[config.mk]
export PLATFORM = sky130hd
export DESIGN_NAME = regfile_write_arbiter
export DESIGN_NICKNAME = d
export VERILOG_FILES = /design/src/rtl/regfile_write_arbiter.sv
export SDC_FILE = /design/constraint.sdc
export NUM_CORES = 1
export LEC_CHECK = 0
export ABC_AREA = 1
export CAP_MARGIN = 20
export CORE_MARGIN = 1.5
export CORE_UTILIZATION = 47
export DETAILED_ROUTE_END_ITERATION = 8
export GPL_TIMING_DRIVEN = 0
export PLACE_DENSITY_LB_ADDON = 0.05
export SYNTH_ARGS = -nofsm -noshare
export SYNTH_HDL_FRONTEND = slang
export SYNTH_SLANG_ARGS = --single-unit
export TNS_END_PERCENT = 1
[constraint.sdc]
create_clock -name clk -period 3.4 [get_ports clk]
set_clock_uncertainty 0.2 [all_clocks]
set_input_delay 0.34 -clock clk [delete_from_list [all_inputs] [get_ports clk]]
set_output_delay 0.34 -clock clk [all_outputs]
set_load 0.05 [all_outputs]
[src/rtl/regfile_write_arbiter.sv]
// Purpose: shares the register-file write port between the WB stage and one long-latency (LL) unit.
// Latency: WB writes combinationally in its own cycle; an LL result writes one or more cycles after acceptance.
// Backpressure: ll_ready drops when the FIFO is full. pipe_stall idles WB for one cycle after MAX_WAIT missed grants.
//
// Ports:
//   clk, reset                  clock and synchronous active-high reset
//   wb_valid/wb_rd/wb_data      writeback result; it always wins the port unless stalled
//   ll_valid/ll_ready/ll_rd/ll_data  long-latency result; it is queued with a valid/ready handshake
//   chk_reg1/chk_reg2, hazard   source-register lookup against the queued LL writes
//   pipe_stall                  registered; the pipeline must hold wb_valid low while it is high
//   rf_write_*                  register-file write port
//   proto_err                   sticky; set when wb_valid is seen during pipe_stall
module regfile_write_arbiter #(
  parameter int DEPTH    = 2,
  parameter int MAX_WAIT = 4
) (
  input  logic        clk,
  input  logic        reset,
  input  logic        wb_valid,
  input  logic [4:0]  wb_rd,
  input  logic [31:0] wb_data,
  input  logic        ll_valid,
  output logic        ll_ready,
  input  logic [4:0]  ll_rd,
  input  logic [31:0] ll_data,
  input  logic [4:0]  chk_reg1,
  input  logic [4:0]  chk_reg2,
  output logic        hazard,
  output logic        pipe_stall,
  output logic        rf_write_enable,
  output logic [4:0]  rf_write_reg,
  output logic [31:0] rf_write_data,
  output logic        proto_err
);

  localparam int PW = $clog2(DEPTH);
  localparam int CW = PW + 1;
  localparam int WW = $clog2(MAX_WAIT + 1);

  localparam logic [CW-1:0] DEPTH_C    = CW'(DEPTH);
  localparam logic [WW-1:0] WAIT_SAT   = WW'(MAX_WAIT);
  localparam logic [WW:0]   MAX_WAIT_C = (WW+1)'(MAX_WAIT);

  typedef struct packed {
    logic [4:0]  rd;
    logic [31:0] data;
  } entry_t;

  entry_t        mem [DEPTH];
  logic [PW-1:0] rd_ptr;
  logic [PW-1:0] wr_ptr;
  logic [CW-1:0] count;
  logic [WW-1:0] wait_cnt;

  logic          push;
  logic          wb_write;
  logic          fifo_pop;
  logic          stall_nxt;
  entry_t        head;
  logic [PW-1:0] offs [DEPTH];

  // Reset holds the port idle, so a flush in progress never leaks a write.
  assign ll_ready = !reset && (count < DEPTH_C);
  assign push     = ll_valid && ll_ready;
  assign wb_write = !reset && wb_valid && (wb_rd != 5'd0) && !pipe_stall;
  assign fifo_pop = !reset && (count != '0) && !wb_write;
  assign head     = mem[rd_ptr];

  // The head has waited wait_cnt cycles so far. If it misses again this
  // cycle, it has waited MAX_WAIT cycles, and the next cycle is a forced stall.
  assign stall_nxt = (count != '0) && !fifo_pop &&
                     (({1'b0, wait_cnt} + 1'b1) >= MAX_WAIT_C);

  always_comb begin
    rf_write_enable = 1'b0;
    rf_write_reg    = '0;
    rf_write_data   = '0;
    if (wb_write) begin
      rf_write_enable = 1'b1;
      rf_write_reg    = wb_rd;
      rf_write_data   = wb_data;
    end else if (fifo_pop && (head.rd != 5'd0)) begin
      rf_write_enable = 1'b1;
      rf_write_reg    = head.rd;
      rf_write_data   = head.data;
    end
  end

  // An entry is live when its distance from the read pointer, taken modulo
  // DEPTH, is less than count. The head being popped this cycle still counts.
  always_comb begin
    hazard = 1'b0;
    for (int i = 0; i < DEPTH; i++) begin
      offs[i] = PW'(i) - rd_ptr;
      if (({1'b0, offs[i]} < count) && (mem[i].rd != 5'd0) &&
          ((mem[i].rd == chk_reg1) || (mem[i].rd == chk_reg2)))
        hazard = 1'b1;
    end
    if (reset)
      hazard = 1'b0;
  end

  // Storage needs no reset; count alone decides which entries are valid.
  always_ff @(posedge clk) begin
    if (push)
      mem[wr_ptr] <= '{rd: ll_rd, data: ll_data};
  end

  always_ff @(posedge clk) begin
    if (reset) begin
      rd_ptr     <= '0;
      wr_ptr     <= '0;
      count      <= '0;
      wait_cnt   <= '0;
      pipe_stall <= 1'b0;
      proto_err  <= 1'b0;
    end else begin
      if (push)
        wr_ptr <= wr_ptr + 1'b1;
      if (fifo_pop)
        rd_ptr <= rd_ptr + 1'b1;

      case ({push, fifo_pop})
        2'b10:   count <= count + 1'b1;
        2'b01:   count <= count - 1'b1;
        default: count <= count;
      endcase

      if (fifo_pop || (count == '0))
        wait_cnt <= '0;
      else if (wait_cnt != WAIT_SAT)
        wait_cnt <= wait_cnt + 1'b1;

      pipe_stall <= stall_nxt;

      if (wb_valid && pipe_stall)
        proto_err <= 1'b1;
    end
  end

endmodule
==> metrics.csv <==
stage,metric,value,unit
final_layout,area taken by multi-input logic gates,1613,µm²
grt,grt ovf,0,
floorplan,die span in y,98.22,µm
sta,min Tclk post-route,3.187,ns
critical_path,CP arrival,2.65,ns
place,Final Wtd Congestion,0.8367,
cts,hold buffers post-CTS,0,
critical_path,Critical Path Fanout Max,10,
route,DRT Wirelength,9676,µm
critical_path,max incr delay on CP,0.80,ns
sta,unrepaired setup endpoints after global routing,false,
cts,htree depth,3,
critical_path,startpoint types,input port,
logic_synthesis,Synth top area share,52.14,%
critical_path,critical path class,in -> out,
sta,worst-margin pin slew,0.5326,ns
final_layout,FILL cells,686,
route,Initial DRC Count,96,
final_layout,sequential cell area,2422,µm²
grt,number of global-route vias before repair,3300,
grt,GR Util All Layers,20.79,%
final_layout,final cell count without fillers,648,
route,post-detailed-route wirelength per cell,14.93,µm
floorplan,Starting Density,48.63,%
critical_path,CP max stage cell,clkdlybuf4s50_1,
sta,max-slew violations,0,
sta,headroom to the max-slew limit,64.44,%
floorplan,Rows,34,
sta,endpoints failing hold,0,
logic_synthesis,Main synth FF type,edfxtp_1,
floorplan,full die area,9647,µm²
sta,fin crit share,93.73,%
route,Antenna Nets Post-Route,0,
route,vias post-DR,3269,
logic_synthesis,most common cell in the netlist,nand2_1,
route,DR DRC count,0,
logic_synthesis,Post-synth EDFFs,74,
grt,largest net degree at the start of global routing,32,
floorplan,I/O pin count,130,
grt,first-pass GRT wire length,15730,µm
logic_synthesis,Synth Instances,393,
floorplan,CORE AREA,8763,µm²
pwr,Leak Pwr,2.768,nW
pwr,PD cells,426.6,nW/µm²
logic_synthesis,Syn Nets,484,
logic_synthesis,Yosys warning total,0,
place,DP Cell Count,632,
cts,clk buf depth,2,
final_layout,NumNets Final,626,
final_layout,area grow syn2layout,41.16,%
floorplan,die width,98.22,µm
cts,Root Buffer,clkbuf_8,
logic_synthesis,post-synth cell types,27,
outcome,status,"finished, final reports clean",
logic_synthesis,most frequent cells after synthesis,"nand2_1, edfxtp_1, mux2_2",
logic_synthesis,Synth area leader,edfxtp_1,
logic_synthesis,Mean Syn Cell Area,10.84,µm²
logic_synthesis,sequential fraction of the synthesis area,56.84,%
place,I/O Buffers,129,
sta,Final setup viols,0,
pwr,worst vdd ir,0.2243,mV
logic_synthesis,"flops & latches, synth",84,
logic_synthesis,"top cells by area, synth","edfxtp_1, nand2_1, mux2_2, nand3_2, dfxtp_1",
critical_path,critical-path cell list,clkdlybuf4s50_1 -> inv_2 -> nand2_1 -> nor2_1 -> nand2_4 -> nand2_4 -> inv_4 -> buf_6 -> nand2_2 -> nand2_1 -> clkdlybuf4s50_1,
final_layout,diode count,0,
route,vias per cell,5.045,
grt,initial antenna violation count,0,
cts,CTS Buf Count,9,
hold_path,Worst Hold Class,reg -> reg,
sta,Hold Worst Slack,0.2831,ns
cts,Clock transition at path regs,0.08,ns
sta,fmax,313.8,MHz
cts,CTS tree,yes,
cts,Clock Sinks,84,
critical_path,WP data required,2.86,ns
logic_synthesis,asr flop ratio synth,0,%
sta,setup slack after layout,0.2131,ns
critical_path,endpoint type of the worst setup path,primary output,
place,detailed placer's ending HPWL,6866,µm
run,max cap viols,0,
logic_synthesis,synthesized area,4262,µm²
final_layout,layout cells sized above 1,21.30,%
cts,"Clk Latency, worst-skew pair",0.34,ns
place,post-place setup slack,0.07575,ns
route,DRT Pass-1 Iters,5,
[placed cells by master, fill, tap and decap left out, types with 2 or more instances in the layout]
cell,instances
buf_6,7
inv_6,2
edfxtp_1,74
inv_1,31
ha_1,3
a21oi_1,9
nor2_1,24
xor2_1,4
nand3_2,29
mux2_2,32
xnor2_1,4
o21ai_0,13
nand2_1,108
nand3_1,7
o21ai_1,3
dfxtp_1,10
buf_2,5
nand2_2,14
clkinv_2,2
nor2_4,2
clkdlybuf4s50_1,99
inv_2,2
buf_12,2
nand4_1,3
clkbuf_8,9
nand2_4,2
dlymetal6s2s_1,30
[path summary, 6_finish.rpt]
kind                            slack [ns]         endpoint  depth (start not counted)  startpoint
worst min register to register        0.28        proto_err                          2   proto_err
worst max register to register        1.31         count[1]                         10  pipe_stall
worst max-delay path                  0.21  rf_write_enable                         11       reset
worst min-delay path                  0.28        proto_err                          2   proto_err
[per-layer routing]
layer | vias to the layer above | global-route usage, % | routed length, µm | share of wire [%]
met2 | 93 | 35.49 | 4944 | 51
met4 | 0 | 7.259 | 63 | 0.65
met1 | 1555 | 26.81 | 4193 | 43
met3 | 8 | 3.579 | 475 | 4.9
met5 | - | 0 | 0 | 0
li1 | 1613 | - | - | -
[cell families (layout without fill, tap and decap cells)]
group | count (synthesis) | in the layout | synth area share [%]
adder cells (fa/ha/maj) | 3 | 3 | 0.8809
XOR/XNOR | 8 | 8 | 1.644
AND/OR/NAND/NOR | 192 | 192 | 23.22
AO/OA/AOI/OAI | 27 | 27 | 3.288
flip-flops | 84 | 84 | 56.84
buffers and inverters | 47 | 194 | 5.667
multiplexers | 32 | 32 | 8.456
[per-stage QoR]
stage	cell area [µm²]	total power, W	setup TNS (ns)	utilization (%)
final	6016	0.002566	0	68.65
after global routing	6016	0.002679	0	68.65
after CTS	5941	0.002595	0	67.79
after detailed placement	5743	0.001893	0	65.53
after global placement	5688	0.001876	-80.81	64.91
after floorplan	4262	0.001629	-8.732	-
[area by class of cell]
cell class,count,share of cell area [%]
buffer,13,1.851
clock buffer,9,2.059
clock inverter,7,1.227
inverter,34,2.163
multi-input combinational,262,26.81
sequential,84,40.27
tap,108,2.246
timing repair buffer,131,23.38
[worst max-delay path, delay by kind of cell]
family	cells	cell delay (ns)
AND/OR/NAND/NOR	6	0.49
buffers and inverters	5	1.82
[flip-flops by register name, indices dropped and copies added (netlist names), named ones only]
| register | count |
|---|---|
| wr_ptr | 1 |
| count | 2 |
| pipe_stall | 1 |
| wait_cnt | 3 |
| rd_ptr | 1 |
| proto_err | 1 |
| mem | 74 |
[timing repair]
item	in CTS	in global routing
gates resized for setup	0	30
setup endpoints to repair	0	30
buffers inserted	0	0
[where the power goes]
part / switching [W] / internal [W] / total (W)
sequential: 0.0000191 / 0.00117 / 0.00119
combinational: 0.000388 / 0.000283 / 0.000671
clock: 0.000360 / 0.000343 / 0.000703
No activity file was read; power rests on OpenSTA's default activity.
